### config.mk
export PLATFORM = sky130hd
export DESIGN_NAME = result_reader
export DESIGN_NICKNAME = d
export VERILOG_FILES = /design/src/rtl/result_reader.sv
export SDC_FILE = /design/constraint.sdc
export NUM_CORES = 1
export LEC_CHECK = 0
export BUFFER_PORTS_ARGS = -buffer_cell sky130_fd_sc_hd__buf_2
export CAP_MARGIN = 10
export CORE_AREA = 2 2 204 206
export CTS_CLUSTER_DIAMETER = 100
export DETAILED_ROUTE_END_ITERATION = 12
export DIE_AREA = 0 0 206 208
export GPL_ROUTABILITY_DRIVEN = 0
export PLACE_DENSITY_LB_ADDON = 0.08
export SLEW_MARGIN = 25
export SYNTH_ARGS = -nofsm -noshare
export SYNTH_HDL_FRONTEND = slang
export SYNTH_SLANG_ARGS = --single-unit
### constraint.sdc
create_clock -name clk -period 2 [get_ports clk]
set_clock_uncertainty 0.1 [all_clocks]
set_input_delay 0.4 -clock clk [delete_from_list [all_inputs] [get_ports clk]]
set_output_delay 0.4 -clock clk [all_outputs]
set_load 0.01 [all_outputs]
### src/rtl/result_reader.sv
// result_reader: once any decryption core reports success, latch the
// lowest-numbered winning core and stream its MESSAGE_LENGTH result bytes out
// over a valid/ready handshake, one byte per ADDR/WAIT/HOLD cycle triple.
module result_reader #(
   parameter int NUM_CORES          = 55,
   parameter int MESSAGE_LENGTH     = 32,
   parameter int MESSAGE_LOG_LENGTH = 5,
   parameter int RAM_WIDTH          = 8,
   localparam int CORE_W            = $clog2(NUM_CORES)
) (
   input  logic                              clk,
   input  logic                              reset,
   input  logic [NUM_CORES-1:0]              success_bus,
   input  logic                              clear,
   output logic [MESSAGE_LOG_LENGTH-1:0]     a_rd_addr,
   output logic                              a_rd_en,
   input  logic [NUM_CORES*RAM_WIDTH-1:0]    a_q_bus,
   output logic [CORE_W-1:0]                 core_idx,
   output logic [RAM_WIDTH-1:0]              out_data,
   output logic                              out_valid,
   input  logic                              out_ready,
   output logic                              out_last,
   output logic                              busy,
   output logic                              done
);

   typedef enum logic [2:0] {
      ST_IDLE = 3'd0,
      ST_ADDR = 3'd1,
      ST_WAIT = 3'd2,
      ST_HOLD = 3'd3,
      ST_DONE = 3'd4
   } state_e;

   localparam logic [MESSAGE_LOG_LENGTH-1:0] PTR_LAST = MESSAGE_LOG_LENGTH'(MESSAGE_LENGTH - 1);
   localparam logic [MESSAGE_LOG_LENGTH-1:0] PTR_ONE  = MESSAGE_LOG_LENGTH'(1);

   state_e                          state_q, state_d;
   logic [MESSAGE_LOG_LENGTH-1:0]   ptr_q, ptr_d;
   logic [CORE_W-1:0]               core_idx_q, core_idx_d;
   logic [RAM_WIDTH-1:0]            out_data_q, out_data_d;

   logic [CORE_W-1:0]               win_idx_s;
   logic [RAM_WIDTH-1:0]            rd_byte_s;
   logic                            ptr_last_s;
   logic                            busy_s;

   // Priority encoder: lowest set success flag wins (scan high to low so the lowest index is written last).
   always_comb begin
      win_idx_s = '0;
      for (int i = NUM_CORES - 1; i >= 0; i--) begin
         win_idx_s = success_bus[i] ? CORE_W'(i) : win_idx_s;
      end
   end

   assign rd_byte_s  = a_q_bus[int'(core_idx_q) * RAM_WIDTH +: RAM_WIDTH];
   assign ptr_last_s = (ptr_q == PTR_LAST);

   // Next-state logic; clear overrides everything and deliberately keeps core_idx and out_data.
   always_comb begin
      state_d    = state_q;
      ptr_d      = ptr_q;
      core_idx_d = core_idx_q;
      out_data_d = out_data_q;
      if (clear) begin
         state_d = ST_IDLE;
      end else begin
         case (state_q)
            ST_IDLE: begin
               if (success_bus != '0) begin
                  core_idx_d = win_idx_s;
                  ptr_d      = '0;
                  state_d    = ST_ADDR;
               end else begin
                  state_d = ST_IDLE;
               end
            end
            ST_ADDR: begin
               state_d = ST_WAIT;
            end
            ST_WAIT: begin
               // RAM data for ptr is valid now, one cycle after the address was presented.
               out_data_d = rd_byte_s;
               state_d    = ST_HOLD;
            end
            ST_HOLD: begin
               if (out_ready) begin
                  if (ptr_last_s) begin
                     state_d = ST_DONE;
                  end else begin
                     ptr_d   = ptr_q + PTR_ONE;
                     state_d = ST_ADDR;
                  end
               end else begin
                  state_d = ST_HOLD;
               end
            end
            ST_DONE: begin
               state_d = ST_DONE;
            end
            default: begin
               state_d = ST_IDLE;
            end
         endcase
      end
   end

   // State, pointer, winner and data registers with asynchronous active-low reset.
   always_ff @(posedge clk or negedge reset) begin
      if (!reset) begin
         state_q    <= ST_IDLE;
         ptr_q      <= '0;
         core_idx_q <= '0;
         out_data_q <= '0;
      end else begin
         state_q    <= state_d;
         ptr_q      <= ptr_d;
         core_idx_q <= core_idx_d;
         out_data_q <= out_data_d;
      end
   end

   // Moore decode of the state register; all outputs follow registered state only.
   always_comb begin
      busy_s    = (state_q == ST_ADDR) || (state_q == ST_WAIT) || (state_q == ST_HOLD);
      busy      = busy_s;
      a_rd_en   = busy_s;
      a_rd_addr = busy_s ? ptr_q : '0;
      out_valid = (state_q == ST_HOLD);
      out_last  = (state_q == ST_HOLD) && ptr_last_s;
      done      = (state_q == ST_DONE);
      core_idx  = core_idx_q;
      out_data  = out_data_q;
   end

endmodule

After elaboration in Yosys (flattened, before gate mapping)
Cells that the tools add are included.
{ "op_classes": {"addsub": 1, "n_eq_ne": 8, "n_shift": 1, "mux": 65, "bitwise_logic": 1, "n_reduce_logical": 9} }
{ "op_table": {"columns": ["op", "n"], "rows": [
  ["440-bit by 10-bit indexed part select with 8-bit output", 1],
  ["6-bit two-way mux", 55],
  ["55-bit nonzero test", 1],
  ["5-bit two-way mux", 4],
  ["3-bit case mux with 5 select lines", 1],
  ["5-bit case mux with 2 select lines", 1],
  ["3-bit two-way mux", 3],
  ["3-bit by 2-bit == test with 1-bit output, second input constant", 2],
  ["5-bit by 1-bit adder with 5-bit output, second input constant", 1],
  ["5-bit == test, second input constant", 1],
  ["5-bit AND reduction", 1],
  ["2-bit inequality test, second input constant", 2],
  ["3-bit by 1-bit == test with 1-bit output, second input constant", 1],
  ["3-bit == test, second input constant", 1],
  ["3-bit logical NOT", 1],
  ["3-bit AND reduction", 1],
  ["1-bit logical OR", 2],
  ["2-bit by 1-bit inequality test with 1-bit output, second input constant", 1],
  ["2-bit AND reduction", 1],
  ["2-bit nonzero test", 1],
  ["1-bit logical AND", 1],
  ["1-bit two-way mux", 1],
  ["1-bit inverter", 1]
]} }
{ "totals": {"register_bits": 22, "inputBits": 499, "output_inout_bits": 24, "elab_cells": 89} }

Depth between registers and ports, before layout
{ "logic_depth": {"ltp_word": 55, "ltp_mapped": 10, "depth_no_buf": 8} }

Least setup slack after synthesis
No wires, ideal clock.
{ "synth_path": {"kind": "reg-to-reg", "from": "register core_idx_q[0] (netlist: core_idx[0])", "to": "register out_data_q[5] (netlist: out_data[5])", "setup_time_ps": 140, "t_arrival_ps": 1892, "t_required_ps": 1760, "slack_ps": -132, "path_stages_with_launch": 9, "n_path_buf": 3, "synth_period_minus_slack_ps": 2132, "cell_sequence": "dfrtp_1 buf_6 buf_6 buf_2 mux4_2 mux2i_1 nand2_1 o2111ai_1 o2111ai_1"} }
{ "synth_via": {"elab_chain_cells": 1} }
{ "synth_lines": {"columns": ["element", "line_no", "text"], "rows": [
  ["start: declaration", "40", "logic [CORE_W-1:0] core_idx_q, core_idx_d;"],
  ["start signal: assignment", "118", "core_idx_q <= core_idx_d;"],
  ["440-bit by 10-bit indexed part select with 8-bit output", "56", "assign rd_byte_s = a_q_bus[int'(core_idx_q) * RAM_WIDTH +: RAM_WIDTH];"],
  ["end signal: assignment", "119", "out_data_q <= out_data_d;"],
  ["end: declaration", "41", "logic [RAM_WIDTH-1:0] out_data_q, out_data_d;"]
]} }
No other way between the ends.
A chain may end at the register's enable or synchronous reset.

Final worst setup path
{ "layout_path": {"from": "register core_idx_q[0] (netlist: core_idx[0])", "to": "register out_data_q[4] (netlist: out_data[4])"} }
Same word-level chain as after synthesis.

==> results.toml <==
[run_status]
status = "complete, but fails checks"
violations = "negative hold slack, negative setup slack"

[detailed_routing]
dr.pass1.iters = 4
ant_nets = 0
drcViolationCount = 0
wl_per_cell_microns = 21.4
drtIter0Drc = 217
postRouteWirelength_microns = 36800
via_per_inst = 4.34
vias = 7485

[global_routing]
grt_pass1_wl_microns = 52900
antenna_found_initial = 5
gr-total-overflow = 0
grt_max_degree = 26
grtUsageTotal_pct = 16.6
grt_pass1_vias = 8314

[worst_setup_path]
crit_buf_inv = 1
cp.arrival_ns = 2.31
cp_cell_sequence = "buf_12 -> mux4_2 -> mux4_2 -> a21oi_4 -> o211ai_1 -> o211a_1"
cpMostUsedCell = "mux4_2"
critPathMaxFanout = 9
cp_top_family = "multiplexers"
cp.required_ns = 2.07
setup.worst_path.end_class = "flip-flop"
crit_path_start_kind = "flip-flop"
crit_type = "reg2reg"
crit_slowest_cell = "mux4_2"
critPathMaxStageDelay_ns = 0.52

[synthesis]
yosysWarningCount = 0
netlist_instances = 537
synth_edf_count = 0
yosysSeqAreaShare_pct = 10.1
ys_ff_latch = 22
synth.distinct_cells = 58
synthTopCellsByArea = "mux4_2, mux2i_1, dfrtp_1"
syn_area_sq_mm = 0.00547
synth_nets = 1038
synth_area_per_cell_sq_um = 10.2
yosys.area.top_type = "mux4_2"
async_flop_share_pct = 100
synth-main-ff-cell = "dfrtp_1"
yosysTopAreaCellShare_pct = 36.6

[final_layout]
area_growth_pct = 89.9
final_design_area_no_fill_sq_mm = 0.0104
layout.cells.most_common = "buf_2"
fin_nets = 1689
layout-drive-gt1-share_pct = 70.3
post-route-util_pct = 25.6
layout_common_cells = "buf_2, buf_4, mux4_2, mux2i_1, nor2_1"
fin_cells = 1723

[place]
dp_slack_ns = -0.502
post-dp-hpwl_microns = 32900
place_inst = 1699
numPortBuffers = 522
placed_cell_area_sq_mm = 0.00972

[floorplan]
start_util_pct = 13.5
pin_count = 523
die_h_microns = 208
rows = 74
core-area_sq_mm = 0.0406
dieArea_sq_mm = 0.0428
die_w_microns = 206

[power_and_ir_drop]
total_power_mw = 4.24
ir_worst_vdd_mv = 0.274
p_per_area_mw_per_mm2 = 408
power_leakage_nw = 4.67

[clocking]
htreeDepth = 1
cts_buffers = 3
clk_root_buffer_cell = "clkbuf_16"
clk_path_buf_depth = 2
cts_num_sinks = 22
clk_latency_ns = 0.27
tritoncts = "built"
clk_pin_slew_ns = 0.08

[sta]
slew_headroom_pct = 67.7
timing.hold.ws_ns = -0.0231
setup_viol = 8
max_freq_mhz = 446
worst_slack_ns = -0.244
period_needed_ns = 2.24
fin_crit_sh_pct = 112
tightest_slew_ns = 0.484
hold_viol = 15
final_max_slew_viol_count = 0
rsz0062_at_grt = "true"

[job]
maxCapViolations = 0

[min_path]
hold_class = "in2async"
flip-flops by register name, indices dropped and copies added, names as in the netlist:
register	cells
ptr_q	5
out_data	8
core_idx	6
state_q	3
power by group:
group | internal, mW | leakage (nW) | switching (mW)
Clock | 0.400 | 0.0511 | 0.223
Combinational | 1.70 | 4.34 | 1.34
Sequential | 0.522 | 0.279 | 0.0595
per-layer routing:
metal,vias up,wire length [microns],GRT usage (%)
li1,3550,-,-
met5,-,13,0
met1,3659,15000,20.2
met4,2,298,2.24
met2,259,19400,31.3
met3,15,2090,2.01
cell usage after synthesis, types with 13 or more instances:
master,n
a211oi_1,13
a21oi_1,30
buf_4,15
dfrtp_1,22
inv_1,13
mux2i_1,63
mux4_2,89
nand2_1,30
nand3_1,15
nor2_1,41
nor2b_1,13
nor3_1,18
o21ai_0,26
through the flow:
step / setup TNS, ns / hold slack [ns]
finish: -1.46 / -0.0231
global route: -2.57 / 0.00976
CTS: -1.87 / 0.000469
detailed placement: -6.47 / 0.300
global placement: -7.07 / 0.304
floorplan: -0.324 / 0.00441
logic make-up after synthesis:
kind of cell / count (synthesis) / synth area share (%)
XOR/XNOR: 1 / 0.160
AND/OR/NAND/NOR: 170 / 18.2
flip-flops: 22 / 10.1
multiplexers: 152 / 48.2
AO/OA/AOI/OAI: 134 / 16.7
adder cells (fa/ha/maj): 2 / 0.457
buffers and inverters: 56 / 6.29
area by class of cell:
type / count / area, sq um
clock buffers: 3 / 75.1
inverters: 15 / 56.3
diodes: 4 / 10.0
fillers: 4517 / 30200
clock inverters: 1 / 30.0
flip-flops and latches: 22 / 559
well taps: 532 / 666
multi-input cells: 459 / 4880
repair buffers: 687 / 4120
repair_timing:
action | 4_1_cts | 5_1_grt
pin swaps | 14 | 12
gates resized for setup | 48 | 35
setup buffers | 9 | 7
endpoints found under the setup margin | 18 | 26
gates cloned | 1 | 0
hold buffers | 0 | 0
path summary, 6_finish.rpt:
kind | startpoint | end | slack [ns] | cells after the start
hold reg to reg | out_data[5]$_DFFE_PN0P_ | out_data[5]$_DFFE_PN0P_ | 0.42 | 2
hold / removal | reset | out_data[6]$_DFFE_PN0P_ | -0.02 | 1
setup / recovery | core_idx[0]$_DFFE_PN0P_ | out_data[4]$_DFFE_PN0P_ | -0.24 | 6
setup reg to reg | core_idx[0]$_DFFE_PN0P_ | out_data[4]$_DFFE_PN0P_ | -0.24 | 6
max in group asynchronous | reset | out_data[5]$_DFFE_PN0P_ | 1.31 | 2
min in group clk | clear | state_q[2]$_DFF_PN0_ | 0.20 | 2
Power figures use the tool's default switching activity.
